### src/rtl/bus_master_port.sv
// bus_master_port: initiator end of the serial bus. Turns parallel read/write
// requests into a header/address/data bit stream for the slave, for single
// or burst transfers, with a response timeout so a dead slave cannot hang it.
// Ports:
//   clk, reset (async, active-low)
//   req_valid/req_ready/req_wren/req_burst/req_addr : request handshake
//   wdata/wdata_valid/wdata_ready                   : write word supply
//   rdata/rdata_valid                               : read word return
//   done/err                                        : end-of-transaction pulses
//   validIn/wren/BurstEn/Address/DataIn             : serial lines to slave
//   ready/validOut/DataOut                          : serial lines from slave
module bus_master_port #(
    parameter int unsigned ADDR_W    = 12,
    parameter int unsigned DATA_W    = 8,
    parameter int unsigned BURST_LEN = 128,
    parameter int unsigned TIMEOUT   = 1023
) (
    input  logic              clk,
    input  logic              reset,
    input  logic              req_valid,
    output logic              req_ready,
    input  logic              req_wren,
    input  logic              req_burst,
    input  logic [ADDR_W-1:0] req_addr,
    input  logic [DATA_W-1:0] wdata,
    input  logic              wdata_valid,
    output logic              wdata_ready,
    output logic [DATA_W-1:0] rdata,
    output logic              rdata_valid,
    output logic              done,
    output logic              err,
    output logic              validIn,
    output logic              wren,
    output logic              BurstEn,
    output logic              Address,
    output logic              DataIn,
    input  logic              ready,
    input  logic              validOut,
    input  logic              DataOut
);

    localparam int unsigned MAX_W = (ADDR_W > DATA_W) ? ADDR_W : DATA_W;
    localparam int unsigned BIT_W = (MAX_W > 1) ? $clog2(MAX_W) : 1;
    localparam int unsigned TO_W  = (TIMEOUT > 1) ? $clog2(TIMEOUT + 1) : 1;
    localparam int unsigned CNT_W = 8;

    typedef enum logic [3:0] {
        S_IDLE, S_HDR, S_ADDR, S_WLOAD, S_WDATA, S_WWAIT, S_RWAIT, S_RDATA, S_DONE
    } state_t;

    state_t            state;
    logic [ADDR_W-1:0] addr_sr;
    logic              wren_q;
    logic [CNT_W-1:0]  word_cnt;
    logic [BIT_W-1:0]  bit_cnt;
    logic [DATA_W-1:0] wsr;
    logic [DATA_W-2:0] rsr;
    logic [TO_W-1:0]   tcnt;

    logic addr_last_c;
    logic timeout_c;
    logic load_c;

    // Last address bit is on the line this cycle.
    assign addr_last_c = (state == S_ADDR) && (bit_cnt == BIT_W'(ADDR_W - 1));
    assign timeout_c   = (tcnt == TO_W'(TIMEOUT - 1));
    // A write word is taken on any edge that would otherwise enter or sit in
    // WLOAD, so a word already waiting costs no idle cycle.
    assign load_c = wdata_valid &&
                    ((addr_last_c && wren_q) ||
                     ((state == S_WWAIT) && ready) ||
                     (state == S_WLOAD));

    // Transaction sequencer with registered outputs.
    always_ff @(posedge clk or negedge reset) begin
        if (!reset) begin
            state       <= S_IDLE;
            addr_sr     <= '0;
            wren_q      <= 1'b0;
            word_cnt    <= '0;
            bit_cnt     <= '0;
            wsr         <= '0;
            rsr         <= '0;
            tcnt        <= '0;
            req_ready   <= 1'b1;
            wdata_ready <= 1'b0;
            rdata       <= '0;
            rdata_valid <= 1'b0;
            done        <= 1'b0;
            err         <= 1'b0;
            validIn     <= 1'b0;
            wren        <= 1'b0;
            BurstEn     <= 1'b0;
            Address     <= 1'b0;
            DataIn      <= 1'b0;
        end else begin
            wdata_ready <= 1'b0;
            rdata_valid <= 1'b0;
            done        <= 1'b0;
            err         <= 1'b0;

            case (state)
                S_IDLE: begin
                    if (req_valid && req_ready) begin
                        addr_sr   <= req_addr;
                        wren_q    <= req_wren;
                        word_cnt  <= req_burst ? CNT_W'(BURST_LEN) : CNT_W'(1);
                        req_ready <= 1'b0;
                        validIn   <= 1'b1;
                        wren      <= req_wren;
                        BurstEn   <= req_burst;
                        state     <= S_HDR;
                    end
                end
                S_HDR: begin
                    Address <= addr_sr[ADDR_W-1];
                    addr_sr <= addr_sr << 1;
                    bit_cnt <= '0;
                    state   <= S_ADDR;
                end
                S_ADDR: begin
                    if (addr_last_c) begin
                        validIn <= 1'b0;
                        wren    <= 1'b0;
                        BurstEn <= 1'b0;
                        Address <= 1'b0;
                        bit_cnt <= '0;
                        tcnt    <= '0;
                        state   <= wren_q ? S_WLOAD : S_RWAIT;
                    end else begin
                        Address <= addr_sr[ADDR_W-1];
                        addr_sr <= addr_sr << 1;
                        bit_cnt <= bit_cnt + BIT_W'(1);
                    end
                end
                S_WLOAD: begin
                    // Leaves only through the load path below.
                end
                S_WDATA: begin
                    if (bit_cnt == BIT_W'(DATA_W - 1)) begin
                        validIn  <= 1'b0;
                        DataIn   <= 1'b0;
                        word_cnt <= word_cnt - CNT_W'(1);
                        tcnt     <= '0;
                        if (word_cnt == CNT_W'(1)) begin
                            done  <= 1'b1;
                            state <= S_DONE;
                        end else begin
                            state <= S_WWAIT;
                        end
                    end else begin
                        DataIn  <= wsr[DATA_W-1];
                        wsr     <= wsr << 1;
                        bit_cnt <= bit_cnt + BIT_W'(1);
                    end
                end
                S_WWAIT: begin
                    if (ready) begin
                        state <= S_WLOAD;
                    end else if (timeout_c) begin
                        done  <= 1'b1;
                        err   <= 1'b1;
                        tcnt  <= '0;
                        state <= S_DONE;
                    end else begin
                        tcnt <= tcnt + TO_W'(1);
                    end
                end
                S_RWAIT: begin
                    if (validOut) begin
                        rsr     <= (DATA_W-1)'(DataOut);
                        bit_cnt <= BIT_W'(1);
                        tcnt    <= '0;
                        state   <= S_RDATA;
                    end else if (timeout_c) begin
                        done  <= 1'b1;
                        err   <= 1'b1;
                        tcnt  <= '0;
                        state <= S_DONE;
                    end else begin
                        tcnt <= tcnt + TO_W'(1);
                    end
                end
                S_RDATA: begin
                    // bit_cnt holds the number of bits already captured.
                    if (validOut) begin
                        tcnt <= '0;
                        if (bit_cnt == BIT_W'(DATA_W - 1)) begin
                            rdata       <= {rsr, DataOut};
                            rdata_valid <= 1'b1;
                            word_cnt    <= word_cnt - CNT_W'(1);
                            bit_cnt     <= '0;
                            if (word_cnt == CNT_W'(1)) begin
                                done  <= 1'b1;
                                state <= S_DONE;
                            end else begin
                                state <= S_RWAIT;
                            end
                        end else begin
                            rsr     <= (DATA_W-1)'({rsr, DataOut});
                            bit_cnt <= bit_cnt + BIT_W'(1);
                        end
                    end else if (timeout_c) begin
                        done  <= 1'b1;
                        err   <= 1'b1;
                        tcnt  <= '0;
                        state <= S_DONE;
                    end else begin
                        tcnt <= tcnt + TO_W'(1);
                    end
                end
                S_DONE: begin
                    req_ready <= 1'b1;
                    state     <= S_IDLE;
                end
                default: state <= S_IDLE;
            endcase

            // Write word load: first data bit goes out on the next cycle.
            if (load_c) begin
                wdata_ready <= 1'b1;
                wsr         <= wdata << 1;
                DataIn      <= wdata[DATA_W-1];
                validIn     <= 1'b1;
                bit_cnt     <= '0;
                tcnt        <= '0;
                state       <= S_WDATA;
            end
        end
    end

endmodule

### config.mk
export PLATFORM = sky130hd
export DESIGN_NAME = bus_master_port
export DESIGN_NICKNAME = d
export VERILOG_FILES = /design/src/rtl/bus_master_port.sv
export SDC_FILE = /design/constraint.sdc
export NUM_CORES = 1
export LEC_CHECK = 0
export BUFFER_PORTS_ARGS = -buffer_cell sky130_fd_sc_hd__buf_2
export CORE_AREA = 2 2 84 86
export CTS_CLUSTER_DIAMETER = 50
export DETAILED_ROUTE_END_ITERATION = 8
export DIE_AREA = 0 0 86 88
export PLACE_DENSITY = 0.78
export SLEW_MARGIN = 20
export SYNTH_ARGS = -nofsm -noshare
export SYNTH_HDL_FRONTEND = slang
export SYNTH_SLANG_ARGS = --single-unit
### constraint.sdc
create_clock -name clk -period 4.9 [get_ports clk]
set_clock_uncertainty 0.05 [all_clocks]
set_input_delay 1.47 -clock clk [delete_from_list [all_inputs] [get_ports clk]]
set_output_delay 1.47 -clock clk [all_outputs]
set_load 0.005 [all_outputs]
### Yosys cells after proc, flatten, opt, wreduce, memory -nomap -nowiden

Cells that the tools add are included.

| word-level totals | value |
|---|---|
| flip-flop bits (word level) | 72 |
| output and inout bits | 18 |
| input bits | 29 |
| logic and storage cells | 151 |

| cells by class | value |
|---|---|
| muxes and demuxes | 70 |
| reduce and logical (&&, ||, !) cells | 31 |
| add/sub/neg operators | 3 |
| equality and inequality tests | 28 |

Operators by type and width:

| kind | count |
|---|---|
| 2-to-1 mux 4 bit | 17 |
| 2-to-1 mux 10 bit | 6 |
| 2-to-1 mux 8 bit | 7 |
| one-hot mux 10 bit (4 select lines) | 1 |
| one-hot mux 12 bit (3 select lines) | 1 |
| one-hot mux 4 bit (8 select lines) | 1 |
| 2-to-1 mux 12 bit | 2 |
| one-hot mux 8 bit (3 select lines) | 1 |
| 2-to-1 mux 1 bit | 21 |
| 2-to-1 mux 7 bit | 3 |
| != test 3 bit, second input constant | 7 |
| == test 4 x 3 -> 1 bit, second input constant | 5 |
| one-hot mux 4 bit (5 select lines) | 1 |
| != test 2 bit, second input constant | 8 |
| AND reduction 4 bit | 4 |
| one-hot mux 7 bit (2 select lines) | 1 |
| AND reduction 3 bit | 4 |
| adder 10 x 1 -> 10 bit, second input constant | 1 |
| == test 10 bit, second input constant | 1 |
| one-hot mux 1 bit (2 select lines) | 5 |
| nonzero test 2 bit | 5 |
| == test 4 x 2 -> 1 bit, second input constant | 2 |
| == test 4 bit, second input constant | 2 |
| == test 8 x 1 -> 1 bit, second input constant | 1 |
| 17 further kinds | 25 |

### Logic depth before layout (Yosys ltp)

| logic depth | value |
|---|---|
| depth after elaboration | 8 |
| gate-level depth with buffers | 8 |
| gate-level depth less buffers | 7 |

### Worst setup path after synthesis

Ideal clock, no wire load.

| timing path | value |
|---|---|
| path kind | input to register |
| start point | input validOut |
| end point | register tcnt[8] |
| library setup time | 0.064 ns |
| buffers on the path | 1 |
| required time | 4.786 ns |
| path slack | 2.155 ns |
| stages | 6 |
| arrival time | 2.631 ns |
| path through | and2_1 -> a311o_1 -> nor4_2 -> buf_6 -> a21boi_1 -> a21o_1 |

| on the way | value |
|---|---|
| word-level cells in the longest chain between the ends | 3 |

RTL lines:

| element | RTL line | text |
|---|---|---|
| from (decl) | 38 | `input logic validOut,` |
| 2-to-1 mux 10 bit | 170 | `if (validOut) begin` |
| one-hot mux 10 bit (4 select lines) | 102 | `case (state)` |
| 2-to-1 mux 10 bit | 220 | `if (load_c) begin` |
| to (signal assigned) | 166 | `tcnt <= tcnt + TO_W'(1);` |
| to (signal assigned) | 181 | `tcnt <= tcnt + TO_W'(1);` |
| to (signal assigned) | 209 | `tcnt <= tcnt + TO_W'(1);` |
| to (decl) | 58 | `logic [TO_W-1:0] tcnt;` |

No other way between the ends.
A chain may end at the register's enable or synchronous reset.

### Worst setup path after layout

| timing path | value |
|---|---|
| start point | input ready |
| end point | register wsr[6] |

| on the way | value |
|---|---|
| word-level cells in the longest chain between the ends | 6 |
| elaborated cells on any way between the ends | 8 |
| classes of those cells | 1 x eq/ne; 1 x mux; 6 x reduce/logical |

RTL lines:

| element | RTL line | text |
|---|---|---|
| from (decl) | 37 | `input logic ready,` |
| logical AND 1 bit (*) | 71 | `((state == S_WWAIT) && ready) \|\|` |
| logical OR 1 bit (*) | 70 | `((addr_last_c && wren_q) \|\|` |
| logical OR 1 bit (*) | 71 |  |
| logical AND 1 bit (*) | 69 | `assign load_c = wdata_valid &&` |
| named net load_c | 62 | `logic load_c;` |
| != test 2 bit (no source line) / nonzero test 2 bit (equally long branches) | -- |  |
| AND reduction 2 bit (no source line) | -- |  |
| to (signal assigned) | 153 | `wsr <= wsr << 1;` |
| to (signal assigned) | 222 | `wsr <= wdata << 1;` |
| to (decl) | 56 | `logic [DATA_W-1:0] wsr;` |

The timed path passes the listed nets; every way through them passes the cells marked *.

==> out/results.ini <==
[route]
avgRoutedWirePerCell_um=15.5
ant_nets=0
drt-total-wl_um=7860
drcViolationCount=0
drt_first_iter_violations=264
drt-pass1-iter-count=5
via_per_inst=6.05
num_vias=3068

[critical_path]
crit_chain=buf_2 -> nand3b_1 -> a211oi_1 -> o21ai_2 -> inv_2 -> a21oi_1 -> a21oi_1
max_stage_delay_ps=600
worstSetupEndpointType=flip-flop
cp_common_cell=a21oi_1
ff2ff_path_depth=6
arrival_ps=3190
reg2reg_from=state[0]$_DFFE_PN0P_
crit_required_ps=5060
worstPathMaxFanout=17
slowest_stage=o21ai_2
cp-start-kind=input pin
r2r_slack_ps=2070
r2r_end=tcnt[9]$_DFFE_PN0P_
path_class=input pin to flip-flop

[global_route]
grt_pass1_wl_um=13500
grt_usage_pct=22.4
grt_pass1_vias=2834
grt_overflow_total=0
grt_max_degree=47
antenna_found_initial=0

[sta]
final.setup.tns_ps=0
tightest_slew_ps=983
whs_ps=430
min_period_ps=3020
slew_headroom_pct=33.9
drv_slew=0
finalSetupViolations=0
rsz0062_at_grt=false
hold_viol=0
fmax_mhz=331
post-route-period-util_pct=61.7

[layout]
nFillCells=534
syn2layout_area_growth_pct=12.4
drive_above_1_share_pct=20.6
final_common_cell=dfrtp_1
fin_nets=456
final_cell_mix=70 x dfrtp_1, 45 x buf_2, 41 x nand2_1, 30 x o21ai_0, 22 x nor2_1
final_util_pct=63.4
n_antenna_cell=0

[worst_hold_path]
hp-class=flip-flop to flip-flop
whs_path_depth=2
hold_path_end=rsr[6]$_DFFE_PN0P_
hold_start=rsr[6]$_DFFE_PN0P_

[die]
dieWidth_um=86
die_h_um=88
core-area_um2=6640
rows=30
initial_utilization_pct=56.4
ios=47
die_area_um2=7570

[synth]
postSynth.asyncResetShare_pct=100
ys_seq_area_share_pct=47.5
synth-seq-cells=71
synth.distinct_cells=62
synth_nets=414
yosysWarnings=0
synth.avg_cell_area_um2=9.86
synthFlopType=dfrtp_1
netlist_area_um2=3750
synthCells=380
synth_edf_count=0

[clocking]
h-tree-depth=3
tritoncts=built
clk_pin_slew_ps=70
cts_sinks=71
clock_path_buffers=2
cts_setup_buffers=0
cts_hold_buf=0
cts_resized=0
cts_made_buffers=9
insertion_delay_ps=340
cts-root-buf=clkbuf_8

[power_and_ir_drop]
cellLeakagePower_nw=2.12
ir_worst_vdd_uv=239
p_per_area_nw_per_um2=484
total_power_mw=2.04

[placed_design]
io_buffers=46
globalplace.congestion=0.911
hpwlAfterDp_um=5600

[run]
drv.max_cap_violation_count=0

[outcome]
status=completed

critical path, delay by kind of cell:
kind                   cells  cell delay (ps)
AOI/OAI and AO/OA          4             1290
buffers and inverters      2              330
and+or+nand+nor            1               80
how the worst max path moves through the flow:
stage / from / end
CTS: validOut / tcnt[9]$_DFFE_PN0P_
floorplan: validOut / tcnt[8]$_DFFE_PN0P_
global route: ready / wsr[4]$_DFFE_PN0P_
finish: ready / wsr[6]$_DFFE_PN0P_
detailed placement: validOut / tcnt[4]$_DFFE_PN0P_
global placement: validOut / tcnt[3]$_DFFE_PN0P_
cells in the mapped netlist, types with 3 or more instances:
cell type	count	area share [%]
a21o_1	3	0.60
a21oi_1	20	2.7
a221o_1	5	1.3
a22o_1	5	1.2
a41o_1	3	0.80
and3_1	9	1.5
and4_1	5	1.2
buf_2	6	0.80
clkbuf_1	7	0.70
dfrtp_1	70	47
ha_1	5	1.7
inv_1	15	1.5
mux2_2	11	3.3
mux2i_1	11	2.9
nand2_1	41	4.1
nand2b_1	4	0.67
nand3_1	18	2.4
nand3b_1	3	0.60
nand4_1	3	0.50
nor2_1	22	2.2
nor2b_1	3	0.50
nor3_1	8	1.1
o211ai_1	9	1.8
o21ai_0	30	4.0
o221ai_1	3	0.70
o22ai_1	6	1.0
or2_2	3	0.50
xor2_1	7	1.6
sequential cells by signal, summed over array words and instances (netlist names), 4 cells and up:
name,flops
addr_sr,12
tcnt,10
wsr,7
bit_cnt,4
state,4
rdata,8
word_cnt,8
rsr,7
final cells by class:
cell class                      count  area (um2)  share of cell area, %
Timing Repair Buffer               47         240                   5.70
Sequential cell                    71        1780                   42.2
Tap cell                           80         100                   2.38
Multi-Input combinational cell    274        1820                   43.3
Clock inverter                      5        57.6                   1.37
Clock buffer                       11         141                   3.36
Inverter                           19        71.3                   1.69
layer usage:
layer | wire length, um | GRT usage, % | up-vias
met5 | 0 | 0 | -
met2 | 3700 | 35.0 | 95
met1 | 3630 | 30.8 | 1483
li1 | - | - | 1481
met3 | 417 | 4.62 | 9
met4 | 108 | 9.09 | 0
power breakdown:
group | internal (mW) | total [mW] | switching, mW
Combinational | 0.289 | 0.736 | 0.446
Sequential | 0.706 | 0.839 | 0.133
Clock | 0.249 | 0.464 | 0.215
per-stage QoR:
step | area (um2) | setup WS, ps | std cells
4_1_cts | 4200 | 1770 | 507
5_1_grt | 4210 | 1710 | 507
3_5_place_dp | 4000 | 1430 | 491
6_report | 4210 | 1880 | 507
2_1_floorplan | 3750 | 2160 | 380
3_3_place_gp | 4000 | 1520 | 491
cells by family (layout without fill, tap and decap cells):
family,Yosys count,in the layout,share of synthesized area [%]
flops,71,71,47.5
xor+xnor,7,7,1.64
buf+inv,35,82,4.11
simple gates,136,136,19.9
fa+ha+maj,5,5,1.67
compound gates,103,103,18.6
mux,23,23,6.55
No activity file was read; power rests on OpenSTA's default activity.
